[config.mk]
export PLATFORM = sky130hd
export DESIGN_NAME = fifo_wr_arbiter
export DESIGN_NICKNAME = d
export VERILOG_FILES = /design/src/rtl/fifo_wr_arbiter.sv
export SDC_FILE = /design/constraint.sdc
export NUM_CORES = 1
export LEC_CHECK = 0
export ABC_AREA = 1
export CAP_MARGIN = 10
export CORE_MARGIN = 2
export CORE_UTILIZATION = 44
export CTS_CLUSTER_DIAMETER = 60
export DETAILED_ROUTE_END_ITERATION = 16
export HOLD_SLACK_MARGIN = 0.06
export PLACE_DENSITY_LB_ADDON = 0.15
export SLEW_MARGIN = 20
export SYNTH_ARGS = -nofsm -noshare
export SYNTH_HDL_FRONTEND = slang
export SYNTH_SLANG_ARGS = --single-unit
[constraint.sdc]
create_clock -name clk -period 2.1 [get_ports clk]
set_input_delay 0.21 -clock clk [delete_from_list [all_inputs] [get_ports clk]]
set_output_delay 0.21 -clock clk [all_outputs]
set_load 0.05 [all_outputs]
[src/rtl/fifo_wr_arbiter.sv]
// Round-robin arbiter that serialises NUM_REQ producers onto one FIFO write port.
// Each accepted word is confirmed through the FIFO's registered ack; an overflow parks the word and retries it.
module fifo_wr_arbiter #(
  parameter int NUM_REQ    = 4,
  parameter int FIFO_WIDTH = 16,
  parameter int CNT_WIDTH  = 16
) (
  input  logic                          clk,
  input  logic                          rst_n,
  input  logic [NUM_REQ-1:0]            req,
  input  logic [NUM_REQ*FIFO_WIDTH-1:0] req_data,
  output logic [NUM_REQ-1:0]            gnt,
  output logic                          fifo_wr_en,
  output logic [FIFO_WIDTH-1:0]         fifo_data_in,
  input  logic                          fifo_full,
  input  logic                          fifo_wr_ack,
  input  logic                          fifo_overflow,
  output logic                          busy,
  output logic [CNT_WIDTH-1:0]          retry_cnt,
  output logic                          proto_err
);

  localparam int PTR_W = (NUM_REQ > 1) ? $clog2(NUM_REQ) : 1;

  typedef enum logic [1:0] {IDLE, ISSUE, CHECK, HOLD} state_t;

  state_t                r_state;
  logic [PTR_W-1:0]      r_ptr;
  logic [PTR_W-1:0]      r_owner;
  logic [FIFO_WIDTH-1:0] r_data;
  logic                  r_wr_en;
  logic [NUM_REQ-1:0]    r_gnt;
  logic                  r_busy;
  logic [CNT_WIDTH-1:0]  r_retry;
  logic                  r_perr;

  logic [NUM_REQ-1:0]    w_elig;
  logic                  w_any;
  logic [PTR_W-1:0]      w_win;
  logic [FIFO_WIDTH-1:0] w_win_data;
  logic [NUM_REQ-1:0]    w_owner_oh;
  int                    w_idx;

  function automatic logic [PTR_W-1:0] wrap_inc(input logic [PTR_W-1:0] p);
    if (int'(p) == NUM_REQ - 1) return '0;
    return p + 1'b1;
  endfunction

  function automatic logic [CNT_WIDTH-1:0] sat_inc(input logic [CNT_WIDTH-1:0] v);
    return (&v) ? v : v + 1'b1;
  endfunction

  // The requester whose gnt is pulsing is masked so a held req cannot win twice back to back.
  always_comb begin
    w_elig = req & ~r_gnt;
    w_any  = |w_elig;
    w_win  = r_ptr;
    w_idx  = 0;
    for (int off = NUM_REQ - 1; off >= 0; off--) begin
      w_idx = int'(r_ptr) + off;
      if (w_idx >= NUM_REQ) w_idx = w_idx - NUM_REQ;
      if (w_elig[w_idx]) w_win = PTR_W'(w_idx);
    end
    w_win_data = req_data[int'(w_win)*FIFO_WIDTH +: FIFO_WIDTH];
    w_owner_oh = {{(NUM_REQ-1){1'b0}}, 1'b1} << r_owner;
  end

  always_ff @(posedge clk or negedge rst_n) begin
    if (!rst_n) begin
      r_state <= IDLE;
      r_ptr   <= '0;
      r_owner <= '0;
      r_data  <= '0;
      r_wr_en <= 1'b0;
      r_gnt   <= '0;
      r_busy  <= 1'b0;
      r_retry <= '0;
      r_perr  <= 1'b0;
    end else begin
      r_gnt   <= '0;
      r_wr_en <= 1'b0;
      case (r_state)
        IDLE: begin
          if (w_any && !fifo_full) begin
            r_owner <= w_win;
            r_data  <= w_win_data;
            r_wr_en <= 1'b1;
            r_busy  <= 1'b1;
            r_state <= ISSUE;
          end
        end
        ISSUE: begin
          r_state <= CHECK;
        end
        CHECK: begin
          // Ack wins over overflow; seeing both at once is still flagged as a protocol error.
          if (fifo_wr_ack) begin
            r_gnt   <= w_owner_oh;
            r_ptr   <= wrap_inc(r_owner);
            r_busy  <= 1'b0;
            r_state <= IDLE;
            if (fifo_overflow) r_perr <= 1'b1;
          end else if (fifo_overflow) begin
            r_retry <= sat_inc(r_retry);
            r_state <= HOLD;
          end else begin
            r_perr  <= 1'b1;
            r_busy  <= 1'b0;
            r_state <= IDLE;
          end
        end
        HOLD: begin
          if (!fifo_full) begin
            r_wr_en <= 1'b1;
            r_state <= ISSUE;
          end
        end
        default: begin
          r_busy  <= 1'b0;
          r_state <= IDLE;
        end
      endcase
    end
  end

  assign gnt          = r_gnt;
  assign fifo_wr_en   = r_wr_en;
  assign fifo_data_in = r_data;
  assign busy         = r_busy;
  assign retry_cnt    = r_retry;
  assign proto_err    = r_perr;

endmodule

# Word-level counts from Yosys, hierarchy flattened

Index checks and enable logic that the tools add are counted.

Bits in registers: 45
Input port bits: 73
Output and inout port bits: 39
Logic and storage cells: 95

Add/sub/neg operators: 9
Magnitude comparators: 8
Eq/ne operators: 9
Shift operators: 2
Mux-type cells: 42
Bitwise gates (word level): 4
Reductions and logical operators: 12

Operators with widths:

| operator                                                    | number |
|---|---|
| less-than comparator 32 x 4 -> 1 bit, second input constant | 4 |
| 2-to-1 mux 32 bit                                           | 4 |
| variable part select 64 x 7 -> 16 bit                       | 1 |
| 2-to-1 mux 2 bit                                            | 10 |
| 2-to-1 mux 1 bit                                            | 19 |
| adder 16 x 1 -> 16 bit, second input constant               | 1 |
| AND reduction 16 bit                                        | 1 |
| subtractor 3 x 3 -> 4 bit, second input constant            | 3 |
| greater-or-equal comparator 3 bit, second input constant    | 3 |
| binary-select mux 1 bit (select 2 bit)                      | 4 |
| 2-to-1 mux 4 bit                                            | 2 |
| one-hot mux 2 bit (4 select lines)                          | 1 |
| adder 2 x 2 -> 3 bit, second input constant                 | 2 |
| inequality test 2 bit, second input constant                | 3 |
| AND reduction 2 bit                                         | 3 |
| AND reduction 3 bit                                         | 2 |
| AND 4 bit                                                   | 1 |
| == test 2 x 1 -> 1 bit, second input constant               | 2 |
| == test 2 bit, second input constant                        | 2 |
| inverter 4 bit                                              | 1 |
| one-hot mux 1 bit (2 select lines)                          | 2 |
| AND reduction 4 bit                                         | 1 |
| OR reduction 4 bit                                          | 1 |
| left shift 1 x 2 -> 4 bit, first input constant             | 1 |
| 11 further kinds                                            | 12 |

# Longest topological paths before layout

Depth after elaboration: 11
Gate-level depth with buffers: 17
Mapped depth without buffers: 15

# Worst setup path after synthesis

No wires, ideal clock.

Kind: reg-to-reg
Start: reg r_retry[0] (netlist: retry_cnt[0])
End: reg r_retry[7] (netlist: retry_cnt[7])
Setup time: 0.145 ns
Arrival time: 2.003 ns
Required time: 1.955 ns
Path slack: -0.048 ns
Cell stages (with the launch flop): 12
Path buffers: 0
Period minus slack after synthesis: 2.148 ns
Cells stage by stage: dfrtp_1 > ha_1 > nand3_1 > nor3_1 > nand2_1 > nor2_1 > nand2_1 > nand2_1 > nor2_1 > nand3_1 > nor2_1 > xor2_1

Word-level cells in the longest chain between the ends: 3
Elaborated cells between the ends (all ways): 4
Those cells by class: add/sub: 1; bitwise: 1; reduce/logical: 2

Ends and longest elaborated chain:

| element                                                                        | RTL line | RTL |
|---|---|---|
| start, declared                                                                | 34       | `logic [CNT_WIDTH-1:0] r_retry;` |
| start signal, assigned                                                         | 104      | `r_retry <= sat_inc(r_retry);` |
| parallel branches: the longest is 3 deep, another holds adder 16 x 1 -> 16 bit | -        |  |

Several ways; the timed one is not identified.
A chain may end at the register's enable or synchronous reset.

# Worst setup path after layout

Start: reg r_ptr[0]
End: reg r_data[4] (netlist: fifo_data_in[4])

Word-level cells in the longest chain between the ends: 11
Elaborated cells between the ends (all ways): 32
Those cells by class: add/sub: 7; order compare: 4; shift: 1; mux: 20

Ends and longest elaborated chain:

| element                                                                        | RTL line | RTL |
|---|---|---|
| start, declared                                                                | 28       | `logic [PTR_W-1:0] r_ptr;` |
| start signal, assigned                                                         | 99       | `r_ptr <= wrap_inc(r_owner);` |
| adder 2 x 2 -> 3 bit                                                           | 60       | `w_idx = int'(r_ptr) + off;` |
| subtractor 3 x 3 -> 4 bit or greater-or-equal comparator 3 bit (tied branches) | 61       | `if (w_idx >= NUM_REQ) w_idx = w_idx - NUM_REQ;` |
| 2-to-1 mux 32 bit                                                              | 61       |  |
| binary-select mux 1 bit (select 2 bit)                                         | 62       | `if (w_elig[w_idx]) w_win = PTR_W'(w_idx);` |
| 2-to-1 mux 1 bit (implied by the code) (2 in series)                           | 62       |  |
| 2-to-1 mux 2 bit (3 in series)                                                 | 62       |  |
| 2-to-1 mux 2 bit (*)                                                           | 62       |  |
| variable part select 64 x 7 -> 16 bit (*)                                      | 64       | `w_win_data = req_data[int'(w_win)*FIFO_WIDTH +: FIFO_WIDTH];` |
| end signal, assigned                                                           | 86       | `r_data <= w_win_data;` |
| end, declared                                                                  | 30       | `logic [FIFO_WIDTH-1:0] r_data;` |

Mark *: on every way between the ends. The rest lies on a longest branch, timed or not. The select of a mux whose other input is x is not followed.

==> results list <==
- Status: completed
* Upper clock frequency limit: 519 MHz
- Number of instances in the synthesized netlist: slightly below 400
* Layout-stage area growth over the synthesis result: 50.5%
- Across the whole layout, storage elements account for between 0.001 and 0.0015 mm^2.
* Cell type with the highest aggregate area in the netlist: sky130_fd_sc_hd__dfrtp_1
- H-Tree Level Count: 2
- CTS Root Buffer Type: sky130_fd_sc_hd__clkbuf_8
- The multi-input combinational cells in the finished layout cover a total of approximately 0.0015 mm^2.
* Post-Synthesis Net Count: 471
- Count of vias placed by the detailed router: around 3000
- Critical-path cell list: inv_4, nand3_1, nand2_1, nand2_1, nand2_1, inv_2, nand2_1, nand2_2, nand2_1, nand2_2, buf_4, nand3_1, nand3_1, nand3_1, nand2_1
* Antenna Violating Nets Remaining: 0
- Seq/Total Area, Yosys: between 30% and 40%
* Layout Skew: about 7.4 ps
* Insertion delay to the later sink of the worst-skew pair: roughly 300 ps
- Critical path data arrival time: between 2000 and 2500 ps
- Static Leakage: 0.00199 uW
- Total count of max-transition violations in the final report: 0
* Die area: ~0.0071 mm^2
* Cell types with the largest area share after synthesis: sky130_fd_sc_hd__dfrtp_1, sky130_fd_sc_hd__nand3_1, sky130_fd_sc_hd__nand2_1
- Dividing the detail-routed wire length by the instance count gives ~13 um.
* CTS buffer count: 5
- Using the TritonRoute via totals, the vias-per-cell ratio works out to between 5 and 6.
* Max-cap violations: 0
* Routing usage on met2: 40.0%
- Among all flip-flop cells after synthesis, the most frequent one is sky130_fd_sc_hd__dfrtp_1.
- After global routing the overflow that remains totals 0.
- For this run, the post-layout net count is approximately 590.
* Placement row count: 29
- Aggregate negative setup slack: 0 ps
- At the pin with the least slew margin, the transition time is ~540 ps.
- After synthesis the netlist holds a flip-flop and latch count of 45.
- GR met1 Demand/Resource: between 20% and 30%
- First-pass GRT wire length: about 13000 um
* Detailed router's first-iteration violation count: ~120
* Count of flip-flops with a built-in enable after synthesis: 0
- The die is 84.1 um wide.
- For the worst setup path, the data required time is around 2300 ps.
- TritonCTS clock tree: yes
- Cells fill roughly two thirds of the core in the end.
* Warning count from the yosys run: 0
- Before antenna repair, the detailed router went through 4 iterations.
- Period Utilization, post-route: between 90 and 100%
- By count the netlist is led by sky130_fd_sc_hd__nand2_1, sky130_fd_sc_hd__nand3_1, sky130_fd_sc_hd__dfrtp_1.
- Crit-path max FO: 15
- WL final: between 7000 and 8000 um
* Worst Path Class, Setup: reg2reg
- The tree built by TritonCTS fans out to 45 sinks.
- Pwr dens: between 1500 and 2000 mW/mm^2
* Proportion of netlist area held by the largest area contributor: 39.9%
* Element type at the critical path end: flop
- Setup violations remaining at the end of the flow were counted as 0.
- Overall Global Routing Usage: 23.0%
- Most common cell in the synthesized netlist: sky130_fd_sc_hd__nand2_1
- Type of the most critical hold path: in2async
* Number of top-level design ports: around 110
* Worst Path Buf+Inv: 3
- Clock-pin slew was measured on the worst setup and hold paths at about 90 ps.
- Layout cell share with drive strength beyond 1: 9.77%
* Delay of the slowest critical-path stage: 510 ps
- Buffers placed on the I/O ports in this run total roughly 110.
- Headroom to the max-slew limit came out at between 60 and 70%.
* Fill cell instance count of the final layout: roughly 520
- IR analysis of the VDD net gives a maximum drop of ~1.0 mV.
- The routed design could run at a clock period as short as 1930 ps.
- Routability congestion estimate: 0.829
- After synthesis the cells add up to approximately 0.0028 mm^2.
- For met3 alone, demand over resource in global routing was 3.96%.
- Number of global-route vias before repair: a little over 3000
- The slowest stage of the critical path is the sky130_fd_sc_hd__dfrtp_2 cell.
* Clock Path Buffers: 2
* Maximum number of pins on one net before global-route repair: 23
- STA classifies the critical path startpoint as a flop.
* Detailed placer's ending HPWL: about 6300 um
- The number of failing hold endpoints at the final stage is 0.
- In this design, the largest share of critical-path delay is due to simple AND/OR/NAND/NOR gates.
- Cell variety after synth: 27
- Post-synthesis async set-or-reset flop share: between 90% and 100%
* Per-instance average area after synthesis: roughly 7.3 um^2
* Busiest layer in global routing: met2
- The core region is ~0.0063 mm^2.
- Dominant cell type by count on the critical path: sky130_fd_sc_hd__nand2_1
- Overall die height: 84.1 um
- The initial utilization of the core area, before any placement, comes to 45.0%.
- Number of antenna violations at the first check in global routing: 0
* Final routed DRC violation total: 0
- The repair_antennas step left the layout with diodes totalling 0.
## worst reg2reg max path, delay by kind of cell, from the launching register on
family                 cells  cell delay [ps]
DFF                        1              510
buffers and inverters      3              350
and+or+nand+nor           12              980
## flip-flops by register name, indices dropped and copies added (netlist names)
| register | cells |
|---|---|
| busy | 1 |
| fifo_data_in | 16 |
| fifo_wr_en | 1 |
| gnt | 4 |
| proto_err | 1 |
| r_owner | 2 |
| r_ptr | 2 |
| r_state | 2 |
| retry_cnt | 16 |
## kinds of logic after synthesis
| group | synth area share (%) |
|---|---|
| DFF | 39.9 |
| adders and majority gates | 4.43 |
| xor gates and xnor gates | 5.23 |
| and+or+nand+nor | 37.1 |
| buffers and inverters | 8.69 |
| AOI/OAI and AO/OA | 4.61 |
## report_power, final
group	switching [uW]	internal (uW)	leakage, uW	total [uW]
logic	2790	1700	0.00139	4490
registers	237	1160	0.000559	1400
clock network	313	237	0.0000445	550
total	3340	3090	0.00199	6430
## metal layers
layer | vias to the layer above | wire length [um]
met5 | - | 0
met4 | 0 | 110
met3 | 8 | 391
met2 | 97 | 4060
met1 | 1433 | 3380
li1 | 1502 | -
## path summary, 6_finish.rpt
path / startpoint / endpoint / slack (ps) / cells after the start
min reg2reg: fifo_data_in[13]$_DFFE_PN0P_ / fifo_data_in[13]$_DFFE_PN0P_ / 480 / 2
max reg2reg: r_ptr[0]$_DFFE_PN0P_ / fifo_data_in[4]$_DFFE_PN0P_ / 170 / 15
min in group clk: fifo_data_in[13]$_DFFE_PN0P_ / fifo_data_in[13]$_DFFE_PN0P_ / 480 / 2
max in group asynchronous: rst_n / retry_cnt[1]$_DFFE_PN0P_ / 1290 / 3
min: rst_n / fifo_data_in[7]$_DFFE_PN0P_ / 270 / 2
max: r_ptr[0]$_DFFE_PN0P_ / fifo_data_in[4]$_DFFE_PN0P_ / 170 / 15
## cells in the final DEF, fill, tap and decap left out, types with 7 or more instances in the layout
| cell type | instances |
|---|---|
| sky130_fd_sc_hd__buf_4 | 16 |
| sky130_fd_sc_hd__clkdlybuf4s50_1 | 110 |
| sky130_fd_sc_hd__dfrtp_1 | 42 |
| sky130_fd_sc_hd__ha_1 | 10 |
| sky130_fd_sc_hd__inv_1 | 33 |
| sky130_fd_sc_hd__inv_2 | 7 |
| sky130_fd_sc_hd__nand2_1 | 112 |
| sky130_fd_sc_hd__nand3_1 | 93 |
| sky130_fd_sc_hd__nor2_1 | 18 |
| sky130_fd_sc_hd__o21ai_0 | 11 |
| sky130_fd_sc_hd__xor2_1 | 12 |
## metrics by stage
stage | cell area, um^2 | total power [uW] | hold WS, ps | setup WS [ps] | instances
floorplan | 2830 | 4380 | -85.6 | 118 | 388
detailed placement | 4100 | 5800 | 68.3 | -50.1 | 578
finish | 4250 | 6430 | 274 | 173 | 589
global placement | 4100 | 5680 | 66.7 | 20.1 | 578
CTS | 4200 | 6360 | 268 | 67.6 | 587
global route | 4250 | 6920 | 272 | -0.179 | 589
## area by class of cell
cell class / count / area share [%]
multi-input combinational: 287 / 34.8
timing repair buffer: 131 / 30.5
sequential: 45 / 26.6
inverter: 41 / 3.68
tap: 77 / 2.27
clock buffer: 5 / 1.62
clock inverter: 3 / 0.501
## what timing repair did
item	CTS	global route
hold buffers	1	0
resized for setup	0	9
setup buffers	0	2
setup endpoints to repair	0	23
hold endpoints to repair	38	0
No activity file was read; power rests on OpenSTA's default activity.
